[config.mk]
export PLATFORM = sky130hd
export DESIGN_NAME = pong_anim_graph
export DESIGN_NICKNAME = d
export VERILOG_FILES = /design/src/rtl/pong_anim_graph.sv
export SDC_FILE = /design/constraint.sdc
export NUM_CORES = 1
export LEC_CHECK = 0
export CORE_ASPECT_RATIO = 0.75
export CORE_MARGIN = 5
export CORE_UTILIZATION = 59
export DETAILED_ROUTE_END_ITERATION = 10
export PLACE_DENSITY = 0.84
export SLEW_MARGIN = 10
export SYNTH_ARGS = -nofsm -noshare
export SYNTH_HDL_FRONTEND = slang
export SYNTH_SLANG_ARGS = --single-unit
[constraint.sdc]
create_clock -name clk -period 7.56 [get_ports clk]
set_input_delay 1.512 -clock clk [delete_from_list [all_inputs] [get_ports clk]]
set_output_delay 1.512 -clock clk [all_outputs]
set_load 0.02 [all_outputs]
[src/rtl/pong_anim_graph.sv]
// rtl/pong_anim_graph.sv - animated Pong wall/paddle/ball renderer with serve/play FSM
//
// Purpose: owns the wall, a button-driven paddle and a bouncing square ball.
// All positions advance once per video frame (one-clk tick derived from the
// pixel counters). Detects wall/top/bottom bounces, paddle returns and misses,
// and produces the registered 12-bit pixel colour.
//
// Ports:
//   clk      - system clock
//   reset_n  - asynchronous, active-low reset
//   vid_on   - active-video flag from the sync block
//   pixl_x   - current pixel column (10 bits)
//   pixl_y   - current pixel row (10 bits)
//   btn_up   - paddle up (debounced, synchronised)
//   btn_dn   - paddle down (debounced, synchronised)
//   rgb      - registered pixel colour (12 bits, 1 clk latency)
//   hit      - one-clk pulse on a paddle return
//   miss     - one-clk pulse when the ball is lost
module pong_anim_graph #(
  parameter int H_MAX        = 640,
  parameter int V_MAX        = 480,
  parameter int REFR_Y       = 481,
  parameter int WALL_L       = 32,
  parameter int WALL_R       = 35,
  parameter int PAD_L        = 600,
  parameter int PAD_R        = 603,
  parameter int PAD_H        = 72,
  parameter int PAD_V        = 4,
  parameter int BALL_SIZE    = 8,
  parameter int BALL_V       = 2,
  parameter int SERVE_X      = 320,
  parameter int SERVE_Y      = 236,
  parameter int SERVE_FRAMES = 60
) (
  input  logic        clk,
  input  logic        reset_n,
  input  logic        vid_on,
  input  logic [9:0]  pixl_x,
  input  logic [9:0]  pixl_y,
  input  logic        btn_up,
  input  logic        btn_dn,
  output logic [11:0] rgb,
  output logic        hit,
  output logic        miss
);

  localparam int CNT_W = $clog2(SERVE_FRAMES);

  // 11-bit copies of the geometry so every compare has headroom and cannot wrap
  localparam logic [10:0] W_H_MAX   = 11'(H_MAX);
  localparam logic [10:0] W_V_MAX   = 11'(V_MAX);
  localparam logic [10:0] W_WALL_L  = 11'(WALL_L);
  localparam logic [10:0] W_WALL_R  = 11'(WALL_R);
  localparam logic [10:0] W_PAD_L   = 11'(PAD_L);
  localparam logic [10:0] W_PAD_R   = 11'(PAD_R);
  localparam logic [10:0] W_PAD_H   = 11'(PAD_H);
  localparam logic [10:0] W_PAD_V   = 11'(PAD_V);
  localparam logic [10:0] W_SIZE    = 11'(BALL_SIZE);
  localparam logic [10:0] W_BALL_V  = 11'(BALL_V);
  localparam logic [10:0] W_PAD_MAX = 11'(V_MAX - PAD_H);

  localparam logic [9:0]  REFR_Y_P  = 10'(REFR_Y);
  localparam logic [9:0]  PAD_INIT  = 10'((V_MAX - PAD_H) / 2);
  localparam logic [9:0]  SRV_X     = 10'(SERVE_X);
  localparam logic [9:0]  SRV_Y     = 10'(SERVE_Y);
  localparam logic [9:0]  STEP_B    = 10'(BALL_V);
  localparam logic [CNT_W-1:0] SERVE_LAST = CNT_W'(SERVE_FRAMES - 1);

  // dx: 1 = right, 0 = left. dy: 1 = down, 0 = up.
  localparam logic DIR_RIGHT = 1'b1;
  localparam logic DIR_LEFT  = 1'b0;
  localparam logic DIR_DOWN  = 1'b1;
  localparam logic DIR_UP    = 1'b0;

  typedef enum logic {SERVE = 1'b0, PLAY = 1'b1} state_t;

  state_t           state, state_next;
  logic [CNT_W-1:0] count, count_next;
  logic [9:0]       pad_top, pad_next;
  logic [9:0]       ball_x, ball_y, ball_x_next, ball_y_next;
  logic             dx, dy, dx_next, dy_next;
  logic             hit_c, miss_c;

  // ---------------------------------------------------------------------------
  // Frame tick: rising edge of the registered (0, REFR_Y) match, so exactly one
  // clk per frame no matter how many clks each pixel lasts.
  // ---------------------------------------------------------------------------
  logic fr_cond, fr_cond_reg, fr_d, tick;

  assign fr_cond = (pixl_y == REFR_Y_P) && (pixl_x == 10'd0);

  always_ff @(posedge clk or negedge reset_n) begin
    if (!reset_n) begin
      fr_cond_reg <= 1'b0;
      fr_d        <= 1'b0;
    end else begin
      fr_cond_reg <= fr_cond;
      fr_d        <= fr_cond_reg;
    end
  end

  assign tick = fr_cond_reg & ~fr_d;

  // ---------------------------------------------------------------------------
  // Zero-extended positions and object extents
  // ---------------------------------------------------------------------------
  logic [10:0] pad_w, bx_w, by_w, px_w, py_w;
  logic [10:0] pad_bot, ball_rgt, ball_bot;
  logic [10:0] pad_dn_sum, pad_up_dif;

  assign pad_w    = {1'b0, pad_top};
  assign bx_w     = {1'b0, ball_x};
  assign by_w     = {1'b0, ball_y};
  assign px_w     = {1'b0, pixl_x};
  assign py_w     = {1'b0, pixl_y};
  assign pad_bot  = pad_w + W_PAD_H - 11'd1;
  assign ball_rgt = bx_w + W_SIZE - 11'd1;
  assign ball_bot = by_w + W_SIZE - 11'd1;

  // ---------------------------------------------------------------------------
  // Paddle: clamped move, evaluated before the add/subtract can leave range
  // ---------------------------------------------------------------------------
  assign pad_dn_sum = pad_w + W_PAD_V;
  assign pad_up_dif = pad_w - W_PAD_V;

  always_comb begin
    pad_next = pad_top;
    if (btn_dn && !btn_up) begin
      if (pad_dn_sum > W_PAD_MAX) pad_next = W_PAD_MAX[9:0];
      else                        pad_next = pad_dn_sum[9:0];
    end else if (btn_up && !btn_dn) begin
      if (pad_w < W_PAD_V) pad_next = 10'd0;
      else                 pad_next = pad_up_dif[9:0];
    end
  end

  // ---------------------------------------------------------------------------
  // FSM: state register
  // ---------------------------------------------------------------------------
  always_ff @(posedge clk or negedge reset_n) begin
    if (!reset_n) state <= SERVE;
    else if (tick) state <= state_next;
  end

  // ---------------------------------------------------------------------------
  // FSM: next-state logic
  // ---------------------------------------------------------------------------
  always_comb begin
    state_next = state;
    case (state)
      SERVE:   if (count == SERVE_LAST) state_next = PLAY;
      PLAY:    if (miss_c) state_next = SERVE;
      default: state_next = SERVE;
    endcase
  end

  // ---------------------------------------------------------------------------
  // FSM: per-state outputs (ball motion, serve count, collision flags).
  // Directions are resolved from pre-tick positions, then the ball steps along
  // the resolved directions. A miss suppresses the step and re-serves.
  // ---------------------------------------------------------------------------
  logic overlap;
  assign overlap = (by_w <= pad_bot) && (ball_bot >= pad_w);

  always_comb begin
    dx_next     = dx;
    dy_next     = dy;
    ball_x_next = ball_x;
    ball_y_next = ball_y;
    count_next  = count;
    hit_c       = 1'b0;
    miss_c      = 1'b0;
    case (state)
      SERVE: begin
        ball_x_next = SRV_X;
        ball_y_next = SRV_Y;
        if (count == SERVE_LAST) begin
          count_next = '0;
          dx_next    = DIR_RIGHT;
          dy_next    = DIR_DOWN;
        end else begin
          count_next = count + 1'b1;
        end
      end
      PLAY: begin
        if (dy == DIR_UP && by_w < W_BALL_V)
          dy_next = DIR_DOWN;
        if (dy == DIR_DOWN && (by_w + W_SIZE + W_BALL_V) > W_V_MAX)
          dy_next = DIR_UP;
        if (dx == DIR_LEFT && bx_w <= (W_WALL_R + W_BALL_V))
          dx_next = DIR_RIGHT;

        // paddle takes precedence over the miss line
        if (dx == DIR_RIGHT && (ball_rgt + W_BALL_V) >= W_PAD_L &&
            ball_rgt <= W_PAD_R && overlap) begin
          dx_next = DIR_LEFT;
          hit_c   = 1'b1;
        end else if (dx == DIR_RIGHT && (ball_rgt + W_BALL_V) >= (W_H_MAX - 11'd1)) begin
          miss_c  = 1'b1;
        end

        if (miss_c) begin
          ball_x_next = SRV_X;
          ball_y_next = SRV_Y;
          count_next  = '0;
        end else begin
          ball_x_next = (dx_next == DIR_RIGHT) ? ball_x + STEP_B : ball_x - STEP_B;
          ball_y_next = (dy_next == DIR_DOWN)  ? ball_y + STEP_B : ball_y - STEP_B;
        end
      end
      default: begin
        ball_x_next = SRV_X;
        ball_y_next = SRV_Y;
        count_next  = '0;
      end
    endcase
  end

  // ---------------------------------------------------------------------------
  // Object registers and event pulses
  // ---------------------------------------------------------------------------
  always_ff @(posedge clk or negedge reset_n) begin
    if (!reset_n) begin
      count   <= '0;
      pad_top <= PAD_INIT;
      ball_x  <= SRV_X;
      ball_y  <= SRV_Y;
      dx      <= DIR_RIGHT;
      dy      <= DIR_DOWN;
      hit     <= 1'b0;
      miss    <= 1'b0;
    end else begin
      hit  <= tick & hit_c;
      miss <= tick & miss_c;
      if (tick) begin
        count   <= count_next;
        pad_top <= pad_next;
        ball_x  <= ball_x_next;
        ball_y  <= ball_y_next;
        dx      <= dx_next;
        dy      <= dy_next;
      end
    end
  end

  // ---------------------------------------------------------------------------
  // Render: wall over paddle over ball over background, one clk latency
  // ---------------------------------------------------------------------------
  logic        wall_on, pad_on, ball_on;
  logic [11:0] rgb_next;

  assign wall_on = (px_w >= W_WALL_L) && (px_w <= W_WALL_R);
  assign pad_on  = (px_w >= W_PAD_L) && (px_w <= W_PAD_R) &&
                   (py_w >= pad_w) && (py_w <= pad_bot);
  assign ball_on = (px_w >= bx_w) && (px_w <= ball_rgt) &&
                   (py_w >= by_w) && (py_w <= ball_bot);

  always_comb begin
    rgb_next = 12'h000;
    if (vid_on) begin
      if (wall_on)      rgb_next = 12'h00F;
      else if (pad_on)  rgb_next = 12'h0F0;
      else if (ball_on) rgb_next = 12'hF00;
    end
  end

  always_ff @(posedge clk or negedge reset_n) begin
    if (!reset_n) rgb <= 12'h000;
    else          rgb <= rgb_next;
  end

endmodule

; ---- Word level (Yosys, flattened, before mapping)
; Index checks and enable logic that the tools add are counted.
[totals]
ff_bits = 55
input_bits = 25
output_inout_bits = 14
elab_cells = 118
[classes]
n_bitwise = 7
muxes = 35
order_cmp = 20
n_addsub = 15
n_eq_ne = 4
reduce_logical = 25
[op_table]
columns = cell, count
row1 = $mux 10, 8
row2 = $mux 12, 4
row3 = $le 10x11->1, 4
row4 = $pmux 10 s2, 2
row5 = $sub 11x1->11 const B, 3
row6 = $ge 10x10->1, 3
row7 = $add 10x4->11 const B, 2
row8 = $add 11x2->11 const B, 2
row9 = $ge 11x10->1 const B, 2
row10 = $gt 11x9->1 const B, 2
row11 = $add 10x2->10 const B, 2
row12 = $le 10x6->1 const B, 2
row13 = $sub 10x2->10 const B, 2
row14 = $logic_and 1x1->1, 18
row15 = $mux 1, 15
row16 = $mux 6, 2
row17 = $pmux 6 s2, 1
row18 = $add 10x3->11 const B, 1
row19 = $add 10x7->11 const B, 1
row20 = $ge 11x10->1, 1
row21 = $le 11x10->1 const B, 1
row22 = $eq 10x9->1 const B, 1
row23 = $ge 10x10->1 const B, 1
row24 = $ge 10x6->1 const B, 1
row25 = 15 further kinds, 25

; ---- Depth between registers and ports, before layout
; Gate-level depths: netlist (run 1).
[depth]
depth_word = 12
ltp_mapped = 25
depth_no_buf = 24

; ---- Worst setup path before layout (run 1)
; OpenSTA, ideal clock, no wires.
[synth_path]
path_kind = reg-to-reg
startpoint = register pad_top[7]
endpoint = register ball_x[9]
slack_ns = 2.127
path_stages_with_launch = 22
setup_time_ns = 0.104
n_path_buf = 1
t_arrival_ns = 5.329
synth_period_minus_slack_ns = 5.433
required_ns = 7.456
cell_sequence = dfstp_2 -> clkbuf_1 -> clkinv_1 -> or3_1 -> xnor2_1 -> ha_1 -> nor4_1 -> o211ai_1 -> o211ai_1 -> and3_1 -> o211ai_1 -> o31ai_1 -> ha_1 -> nor2b_1 -> o21ai_0 -> a21boi_0 -> o21ai_0 -> a21oi_1 -> o21ai_0 -> a21oi_1 -> or4b_1 -> o311ai_1
[synth_between]
elab_chain_cells = 10
elab_cells_between_ends = 13
classes_between = 2 x add/sub / 2 x order compare / 7 x mux / 2 x reduce/logical
[synth_lines]
columns = item, line_no
row1 = start: declaration, 79  ; logic [9:0] pad_top, pad_next;
row2 = start signal: assignment, 237  ; pad_top <= pad_next;
row3 = $add 10x7->11, 116  ; assign pad_bot = pad_w + W_PAD_H - 11'd1;
row4 = $sub 11x1->11, 116
row5 = $le 10x11->1, 163  ; assign overlap = (by_w <= pad_bot) && (ball_bot >= pad_w);
row6 = $logic_and 1x1->1 (*), 163
row7 = $logic_and 1x1->1 (*), 195  ; ball_rgt <= W_PAD_R && overlap) begin
row8 = $mux 1, 194  ; if (dx == DIR_RIGHT && (ball_rgt + W_BALL_V) >= W_PAD_L &&
row9 = $mux 1, 173  ; case (state)
row10 = $mux 10, 207  ; ball_x_next = (dx_next == DIR_RIGHT) ? ball_x + STEP_B : ball_x - STEP_B;
row11 = $mux 10 (*), 202  ; if (miss_c) begin
row12 = $pmux 10 s2 (*), 173
row13 = end signal: assignment, 238  ; ball_x <= ball_x_next;
row14 = end: declaration, 80  ; logic [9:0] ball_x, ball_y, ball_x_next, ball_y_next;
; Every way passes the cells marked *; elsewhere a longest branch is shown, timed or not. The select of a mux whose other input is x is not followed.
; A chain may end at the register's enable or synchronous reset.

; ---- Worst setup path in the final report (run 1)
[layout_path]
startpoint = register ball_x[1]
endpoint = register ball_x[9]
[layout_between]
elab_chain_cells = 12
elab_cells_between_ends = 23
classes_between = 5 x add/sub / 4 x order compare / 9 x mux / 5 x reduce/logical
[layout_lines]
columns = item, line_no
row1 = $add 10x4->11, 117  ; assign ball_rgt = bx_w + W_SIZE - 11'd1;
row2 = $sub 11x1->11, 117
row3 = $add 11x2->11, "194, 198"
row4 = $ge 11x10->1, 194
row5 = $logic_and 1x1->1 (2 in series), 194
row6 = $logic_and 1x1->1, 195
row7 = $mux 1, 194
row8 = $mux 1, 173
row9 = $mux 10, 207
row10 = $mux 10 (*), 202
row11 = $pmux 10 s2 (*), 173
; Marks and branches as above.

==> results of run 1 <==
-- final cells by class --
class / count / area, um^2
fill: 765 / 3090
timing repair buffer: 40 / 390
sequential: 42 / 1070
clock inverter: 3 / 23.8
multi-input combinational: 555 / 4140
tap: 128 / 160
inverter: 52 / 195
clock buffer: 5 / 125
-- routing by layer --
| layer | global-route usage (%) | wire, um | vias up |
|---|---|---|---|
| met5 | 0 | 0 | - |
| met4 | 7.36 | 272 | 0 |
| met3 | 4.49 | 1260 | 34 |
| li1 | - | - | 2566 |
| met2 | 43.4 | 7040 | 259 |
| met1 | 37.7 | 7020 | 2612 |
-- cells by family (layout without fill, tap and decap cells) --
family                     count (synthesis)  count (layout)  synth area share (%)
and+or+nand+nor                          209             209                  19.8
AOI/OAI and AO/OA                        203             203                  24.6
buffers and inverters                     98             100                  7.71
adders and majority gates                 96              96                  21.4
DFF                                       42              42                  18.9
xor gates and xnor gates                  35              35                  5.43
muxes                                     12              12                  2.19
-- Yosys cell counts (4+ instances only) --
cell type | instances | area, um^2
ha_1 | 94 | 1180
o21ai_0 | 56 | 280
inv_1 | 48 | 180
nand2_1 | 46 | 173
nor2_1 | 34 | 128
a21oi_1 | 31 | 155
xnor2_1 | 31 | 272
dfrtp_1 | 29 | 726
nand3_1 | 24 | 120
clkbuf_1 | 22 | 82.6
o21a_1 | 20 | 150
nor3_1 | 19 | 95.1
a21o_1 | 18 | 135
dfstp_2 | 13 | 342
nand4_1 | 12 | 75.1
and3_1 | 11 | 68.8
buf_2 | 11 | 55.1
nor4_1 | 11 | 68.8
buf_4 | 10 | 75.1
mux2i_1 | 9 | 90.1
nand2b_1 | 8 | 50.1
o211ai_1 | 8 | 60.1
nor2b_1 | 7 | 43.8
o31ai_1 | 7 | 52.6
nand3b_1 | 6 | 45.0
o41ai_1 | 6 | 52.6
or3_1 | 6 | 37.5
a31oi_1 | 5 | 31.3
nor4b_1 | 5 | 43.8
o311ai_0 | 5 | 43.8
a211oi_1 | 4 | 30.0
clkinv_1 | 4 | 15.0
nand4b_1 | 4 | 35.0
nor3b_1 | 4 | 30.0
o2111ai_1 | 4 | 35.0
o22ai_1 | 4 | 25.0
xor2_1 | 4 | 35.0
-- worst max path at each step --
stage / from / to / slack [ps]
finish: ball_x[1] / ball_x[9] / 1540
CTS: ball_x[1] / ball_x[9] / 1630
global route: ball_x[1] / ball_x[9] / 1140
floorplan: pad_top[7] / ball_x[9] / 2130
detailed placement: ball_x[1] / ball_x[9] / 1690
global placement: ball_x[1] / ball_x[9] / 2010
-- worst register-to-register path, cell delays in order, from the launching register on --
cell	delay, ps
dfrtp_1	740
inv_1	310
ha_1	510
or3b_4	500
a311oi_4	300
o211ai_1	160
o41ai_1	550
a221oi_2	100
o31ai_1	270
buf_4	220
inv_1	90
fa_1	390
nor2b_1	170
o21ai_0	120
a21boi_0	270
o21ai_0	150
a21oi_1	230
o21ai_0	170
nand3_1	110
or4b_1	440
o311ai_1	100
-- placed cells by master, fill, tap and decap left out, drive strengths merged, types with 5 or more instances in the layout --
cell type,synthesis,layout
ha,94,94
o21ai,56,56
inv,48,49
nand2,46,46
clkdlybuf4s50,0,37
nor2,34,34
xnor2,31,31
a21oi,31,31
dfrtp,29,29
nand3,24,24
o21a,20,20
nor3,19,19
a21o,18,18
dfstp,13,13
nand4,12,12
nor4,11,11
and3,11,11
mux2i,9,9
nand2b,8,8
o211ai,8,8
o31ai,7,7
nor2b,7,7
or3,7,7
a31oi,7,7
nand3b,6,6
o41ai,6,6
o311ai,6,6
nor4b,5,5
clkbuf,23,5
a211oi,5,5
-- power by group through the flow --
stage	sequential (mW)	clock, mW	combinational, mW
6_report	0.237	0.233	0.126
2_1_floorplan	0.236	0	0.0763
5_1_grt	0.238	0.244	0.138
3_5_place_dp	0.241	0	0.121
4_1_cts	0.237	0.233	0.123
3_3_place_gp	0.240	0	0.116
==> out/qor.yml, run 1 <==
cp_top_family: "compound AO/OA/AOI/OAI gates"
die_area_um2: 11600
grt_use_total_pct: 27.0
layout-drive-gt1-share_pct: 5.16
r2r_start: "ball_x[1]"
power_switching_mw: 0.187
firstDrtPassIters: 5
setup_viol: 0
crit_top_cell: "o21ai_0"
grt_pass1_vias: 5111
p_total_mw: 0.596
swShare_pct: 31.5
ys_ff_latch: 42
final_nets: 816
timing.fmax_mhz: 166
ir_drop_uv: 85.1
grt_max_degree: 43
postCtsSetupRepairBufs: 0
leakage_nw: 2.45
post-place-ws_ps: 1690
die_h_um: 94.7
wirelength_um: 15600
seq_area_frac_synth_pct: 18.9
yosys_warnings: 0
path_depth: 20
via_count: 5471
critPathMaxFanout: 21
max_cap_viol_count: 0
placed_cells: 817
cts_tree: "built"
clk_pin_slew_worst_paths_ps: 70
start_util_pct: 61.4
postRouteAntennaNets: 0
synth_area_per_cell_um2: 8.12
reg2reg_depth: 20
combPwrFrac_pct: 21.1
antenna_found_initial: 0
fin_ws_ps: 1540
gp_congestion: 1.01
holdWs_ps: 413
critPathRequiredTime_ps: 7750
hpwlAfterDp_um: 11900
cts_made_buffers: 5
grt_setup_unrepaired: "false"
synth_ff_type: "dfrtp_1"
report.final.slew_viol_count: 0
min_period_ps: 6020
crit_type: "flip-flop to flip-flop"
clock_latency_ps: 300
crit_path_end_kind: "flip-flop"
ctsHoldBuffers: 0
post-route-cell-area_um2: 6100
synthToLayoutAreaGrowth_pct: 8.13
post-route-period-util_pct: 79.6
h-tree-depth: 2
max_slew.worst_pin.slew_ps: 1010
pwr-share-clk_pct: 39.1
max_stage_delay_ps: 740
cp-start-kind: "flip-flop"
diodes: 0
slew_headroom_pct: 32.4
grt.overflow.total: 0
reg2reg_slack_ps: 1540
clock_path_buffers: 2
reg_top3: "ball_x: 9 flops, ball_y: 9 flops, pad_top: 8 flops"
p_per_area_nw_per_um2: 97.6
async_flop_share_pct: 100
synth_area_um2: 5650
syn_nets: 815
netlist_instances: 695
cts-root-buf: "clkbuf_16"
cp_data_arrival_time_ps: 6200
min_path_cells: 0
portBuffers: 38
utilization_pct: 66.4
hold_end: "fr_d"
stdcell_count: 825
grt_pass1_wl_um: 25400
slowest_stage: "dfrtp_1"
critPathBufInv: 3
finalSetupTns_ps: 0
placed_cell_area_um2: 5960
drt-wirelength-per-cell_um: 18.9
holdCritStartpoint: "fr_cond_reg"
vias_per_cell: 6.63
synth-edff-count: 0
drt_iter0_drc: 458
p_seq_share_pct: 39.8
p_int_mw: 0.408
cts.sinks: 42
timing.rr.end: "ball_x[9]"
coreArea_um2: 9200
skew_ps: 7.39
cts_resized: 0
drc: 0
outcome: "finished, final reports clean"
synth_cell_types: 73
path_cells: "inv_1, ha_1, or3b_4, a311oi_4, o211ai_1, o41ai_1, a221oi_2, o31ai_1, buf_4, inv_1, fa_1, nor2b_1, o21ai_0, a21boi_0, o21ai_0, a21oi_1, o21ai_0, nand3_1, or4b_1, o311ai_1"
rows: 30
min_path_type: "flip-flop to flip-flop"
hold_viol: 0
die_w_um: 123
pin_count: 39
Power figures use the tool's default switching activity.
==> run 2: changes to the inputs <==
Clock period 7.56 ns to 5.65 ns, I/O delays scaled along.
==> out/qor.yml, run 2 (synthesis gave the netlist of run 1 again) <==
final_cell_mix: "92 x ha_1, 54 x o21ai_0, 48 x inv_1, 46 x nand2_1, 37 x clkdlybuf4s50_1"
crit_path_end_kind: "flip-flop"
h-tree-depth: 2  # unchanged
crit_type: "flip-flop to flip-flop"
ctsHoldBuffers: 0  # unchanged
wirelength_um: 16200  # +3.5%
ir_drop_uv: 103  # +22%
coreArea_um2: 9200  # unchanged
die_area_um2: 11600  # unchanged
gp_congestion: 0.929  # -8.4%
max_slew.worst_pin.slew_ps: 1080  # +62.8 ps
postRouteAntennaNets: 0  # unchanged
post-route-period-util_pct: 93.5  # +14 points
setup_viol: 0  # unchanged
vias_per_cell: 6.58  # -0.72%
grt_setup_unrepaired: "false"
layout_commonest_cell: "ha_1"
cts_made_buffers: 5  # unchanged
max_cap_viol_count: 0  # unchanged
rows: 30  # unchanged
die_w_um: 123  # unchanged
clk_pin_slew_worst_paths_ps: 80  # about the same
min_path_type: "flip-flop to flip-flop"
hpwlAfterDp_um: 12400  # +3.9%
p_per_area_nw_per_um2: 129  # +32%
path_cells: "ha_2, xnor2_1, nand3b_1, xor2_2, ha_1, a21o_1, a2111oi_1, nor2_1, nor3b_2, o31ai_1, buf_4, ha_1, nor2b_1, o21ai_0, a21boi_1, o21ai_1, a21oi_1, o21ai_1, a21oi_1, or4b_1, o311ai_1"
regArea_um2: 1070  # unchanged
clock_path_buffers: 2  # unchanged
cp_data_arrival_time_ps: 5480  # -720 ps
diodes: 0  # unchanged
cts-root-buf: "clkbuf_16"
layout-drive-gt1-share_pct: 6.94  # +1.8 points
via_count: 5491  # +0.37%
clock_latency_ps: 300  # about the same
num-fill-cells: 765  # unchanged
stdcell_count: 834  # +1.1%
outcome: "finished, final reports clean"
synthToLayoutAreaGrowth_pct: 9.66
critPathRequiredTime_ps: 5850  # -1900 ps
finalSetupTns_ps: 0  # unchanged
pin_count: 39  # unchanged
slew_headroom_pct: 28.2  # -4.2 points
start_util_pct: 61.4  # unchanged
critPathMaxFanout: 11  # -48%
skew_ps: 9.79  # +2.39 ps
report.final.slew_viol_count: 0  # unchanged
cts_tree: "built"
drc: 0  # unchanged
die_h_um: 94.7  # unchanged
drt_iter0_drc: 542  # +18%
portBuffers: 38  # unchanged
cp-start-kind: "flip-flop"
drt-wirelength-per-cell_um: 19.4  # +2.4%
grt_use_total_pct: 28.1  # +1.0 points
max_stage_delay_ps: 610  # -130 ps
reg_top3: "ball_x: 9 flops, ball_y: 9 flops, pad_top: 8 flops"
antenna_found_initial: 0  # unchanged
grt.overflow.total: 0  # unchanged
cts.sinks: 42  # unchanged
placed_cells: 826  # +1.1%
leakage_nw: 2.50  # +2.0%
min_period_ps: 5280  # -736 ps
hold_viol: 0  # unchanged
final_nets: 825  # +1.1%
slowest_stage: "dfstp_2"
grt_max_degree: 43  # unchanged
multi_input_area_um2: 4160  # +0.45%
timing.fmax_mhz: 189  # +14%
grt_pass1_wl_um: 26200  # +3.3%
firstDrtPassIters: 5  # unchanged
grt_pass1_vias: 5206  # +1.9%
[run 2: cell count changes in the layout (fill, tap and decap cells not counted), sizes merged]
cell / before / now
buf: 3 / 12
[run 2: where the power goes]
part           switching (mW)  internal [mW]
logic                  0.0932         0.0741
clock network           0.148          0.166
registers             0.00914          0.307
[run 2: worst max-delay path: cells and delay by family, from the launching register on]
family                   cells  cell delay, ps
AND/OR/NAND/NOR              5            1270
flip-flops                   1             610
XOR/XNOR                     2             430
adder cells (fa/ha/maj)      3             950
AO/OA/AOI/OAI               10            1740
buffers and inverters        1             190
[run 2: routing by layer]
metal  track usage (%)  part of all wire (%)
met1              40.6                    46
met2              44.3                    46
met3              3.83                   6.9
met4              6.52                   1.3
met5                 0                     0
[run 2: stage by stage]
stage / utilization [%] / cell area [um^2] / total power [mW] / setup slack (ps) / hold WS [ps]
floorplan: - / 5650 / 0.418 / 217 / 368
global placement: 65.5 / 6020 / 0.478 / 338 / 381
detailed placement: 65.5 / 6020 / 0.485 / 107 / 387
CTS: 67.1 / 6170 / 0.795 / 29.4 / 402
global route: 67.3 / 6190 / 0.826 / 56.8 / 433
finish: 67.3 / 6190 / 0.798 / 368 / 396
[run 2: layout make-up]
cell class / instances / area share, %
clock inverters: 3 / 0.384
flip-flops and latches: 42 / 17.2
repair buffers: 49 / 7.40
clock buffers: 5 / 2.02
inverters: 52 / 3.15
multi-input cells: 555 / 67.2
well taps: 128 / 2.59
[run 2: path summary, 6_finish.rpt]
check | start | endpoint | slack, ps | cells past startpoint
setup / recovery | ball_y[3] | ball_x[9] | 370 | 21
hold / removal | fr_cond_reg | fr_d | 400 | 0
setup reg to reg | ball_y[3] | ball_x[9] | 370 | 21
hold reg to reg | fr_cond_reg | fr_d | 400 | 0
max in group asynchronous | reset_n | state | 3950 | 1
min in group asynchronous | reset_n | rgb[10] | 1020 | 1
[run 2: timing repair]
item / CTS / global route
setup buffers: 0 / 0
resized for setup: 0 / 8
endpoints found under the setup margin: 0 / 1
==> run 3: changes to the inputs <==
Settings changed: ABC_AREA from default to 1, CELL_PAD_IN_SITES_DETAIL_PLACEMENT from default to 0, CELL_PAD_IN_SITES_GLOBAL_PLACEMENT from default to 2, CORE_UTILIZATION 59 to 35, PLACE_DENSITY 0.84 to 0.87.
==> out/qor.yml, run 3 <==
r2r_start: "ball_y[3]"
max_cap_viol_count: 0  # unchanged
crit_type: "flip-flop to flip-flop"
max_slew.worst_pin.slew_ps: 998  # -78.1 ps
grt_pass1_wl_um: 26400  # +0.55%
hold_viol: 0  # unchanged
synth_ff_type: "dfrtp_1"
die_w_um: 156  # +27%
cts.sinks: 42  # unchanged
drt_iter0_drc: 381  # -30%
num-fill-cells: 1648  # +120%
crit_top_cell: "nand2_1"
diodes: 0  # unchanged
synth_cell_types: 49  # -33%
firstDrtPassIters: 4  # -1
synth_area_um2: 5620  # -0.51%
holdWs_ps: 395  # -0.850 ps
slew_headroom_pct: 33.4  # +5.2 points
cp-start-kind: "flip-flop"
synth.most_common_cell: "nand2_1"
cts-root-buf: "clkbuf_16"
die_area_um2: 18700  # +61%
report.final.slew_viol_count: 0  # unchanged
cp_data_arrival_time_ps: 4960  # -520 ps
layout-drive-gt1-share_pct: 8.63  # +1.7 points
portBuffers: 38  # unchanged
grt_pass1_vias: 5053  # -2.9%
wirelength_um: 16000  # -0.66%
start_util_pct: 35.4  # -26 points
ir_drop_uv: 107  # +3.0%
drc: 0  # unchanged
reg_top3: "ball_x: 9 flops, ball_y: 9 flops, pad_top: 8 flops"
seq_area_frac_synth_pct: 19.0  # +0.097 points
crit_path_end_kind: "flip-flop"
postRouteAntennaNets: 0  # unchanged
cts_resized: 0  # unchanged
synthTopCellsByArea: "ha_1 21%, dfrtp_1 13%, nand2_1 13%"
p_per_area_nw_per_um2: 131  # +1.7%
h-tree-depth: 2  # unchanged
synthToLayoutAreaGrowth_pct: 11.7
ctsHoldBuffers: 0  # unchanged
cp_top_family: "simple AND/OR/NAND/NOR gates"
post-place-ws_ps: 881  # +774 ps
critPathLaunch: "ball_y[3]"
critPathMaxFanout: 11  # unchanged
grt_setup_unrepaired: "false"
clock_path_buffers: 2  # unchanged
finalSetupTns_ps: 0  # unchanged
layout_commonest_cell: "nand2_1"
cts_tree: "built"
coreArea_um2: 15900  # +73%
pin_count: 39  # unchanged
yosys_warnings: 0  # unchanged
async_flop_share_pct: 100  # unchanged
ys_ff_latch: 42  # unchanged
grt_max_degree: 43  # unchanged
slowest_stage: "dfstp_2"
outcome: "finished, final reports clean"
drt-wirelength-per-cell_um: 15.4  # -21%
yosysTopAreaCell: "ha_1"
vias_per_cell: 5.13  # -22%
regArea_um2: 1070  # unchanged
post-route-period-util_pct: 84.5  # -9.0 points
holdCritStartpoint: "fr_cond_reg"
min_path_type: "flip-flop to flip-flop"
min_period_ps: 4770  # -509 ps
syn_nets: 928  # +14%
final_nets: 953  # +16%
postCtsSetupRepairBufs: 0  # unchanged
fin_ws_ps: 877  # +509 ps
rows: 40  # +33%
grt.overflow.total: 0  # unchanged
hpwlAfterDp_um: 13100  # +5.9%
clock_latency_ps: 300  # about the same
antenna_found_initial: 0  # unchanged
multi_input_area_um2: 4030  # -3.2%
synth_area_per_cell_um2: 6.95  # -14%
max_stage_delay_ps: 670  # +60 ps
die_h_um: 120  # +26%
cts_made_buffers: 5  # unchanged
gp_congestion: 0.861  # -7.2%
critPathBufInv: 4  # +3
via_count: 5354  # -2.5%
critPathRequiredTime_ps: 5840  # about the same
skew_ps: 7.56  # -2.22 ps
netlist_instances: 808  # +16%
synth-edff-count: 0  # unchanged
leakage_nw: 3.12  # +25%
grt_use_total_pct: 17.4  # -11 points
synth_top_area_share_pct: 20.9  # +0.11 points
clk_pin_slew_worst_paths_ps: 70  # about the same
final_cell_mix: "190 x nand2_1, 98 x inv_1, 94 x ha_1, 71 x nor2_1, 59 x nand3_1"
setup_viol: 0  # unchanged
synthTopCellsByCount: "190 x nand2_1, 98 x inv_1, 94 x ha_1, 71 x nor2_1, 59 x nand3_1"
timing.fmax_mhz: 210  # +11%
==> run 3: cell types whose count changed after synthesis, moves of 10 or more <==
cell,previous run,this run
o21ai_0,56,31
nor2_1,34,71
o21a_1,20,2
xor2_1,4,20
a21oi_1,31,42
a21o_1,18,4
nand3_1,24,59
nand2_1,46,190
inv_1,48,98
and3_1,11,1
clkbuf_1,22,4
xnor2_1,31,9
nand2_2,0,10
==> run 3: metal layers <==
metal	up-vias	GRT usage (%)	part of all wire (%)
li1	2734	-	-
met1	2520	26.7	54
met2	83	26.2	42
met3	17	2.27	3.5
met4	0	2.71	1.2
met5	-	0	0
==> run 3: final cells by class <==
cell class,count,share of cell area [%]
clock buffers,5,1.99
clock inverters,3,0.339
inverters,104,6.26
multi-input cells,642,64.2
flip-flops and latches,42,17.0
well taps,210,4.19
repair buffers,38,5.98
==> run 3: metrics by stage <==
step	power, mW	cells	instance area (um^2)	util (%)
after global placement	0.519	1036	6130	38.6
after CTS	0.830	1044	6270	39.5
final	0.822	1044	6270	39.5
after detailed placement	0.523	1036	6130	38.6
after floorplan	0.448	808	5620	-
after global routing	0.873	1044	6270	39.5
==> run 3: worst paths after layout <==
path                         endpoint  slack (ps)  cells after the start
max                         ball_x[9]         880                     32
min                              fr_d         400                      0
max reg2reg                 ball_x[9]         880                     32
min reg2reg                      fr_d         400                      0
max in group asynchronous   ball_y[4]        4030                      1
min in group asynchronous  pad_top[4]         990                      1
==> run 3: worst reg2reg max path: cells and delay by family (launching register included) <==
kind | cells | cell delay [ps]
simple gates | 21 | 1940
buf+inv | 4 | 340
fa+ha+maj | 3 | 1070
flops | 1 | 670
xor+xnor | 1 | 220
compound gates | 3 | 390
==> run 3: kinds of logic (layout without fill, tap and decap cells) <==
logic type      Yosys count  in the layout  synth area share [%]
buf+inv                 124            150                  9.27
compound gates          124            124                  13.6
simple gates            394            394                  32.3
xor+xnor                 29             29                  4.52
flops                    42             42                  19.0
fa+ha+maj                95             95                  21.3
==> run 3: power breakdown <==
group	internal [mW]	switching, mW
logic	0.0779	0.119
registers	0.309	0.0121
clock network	0.164	0.140
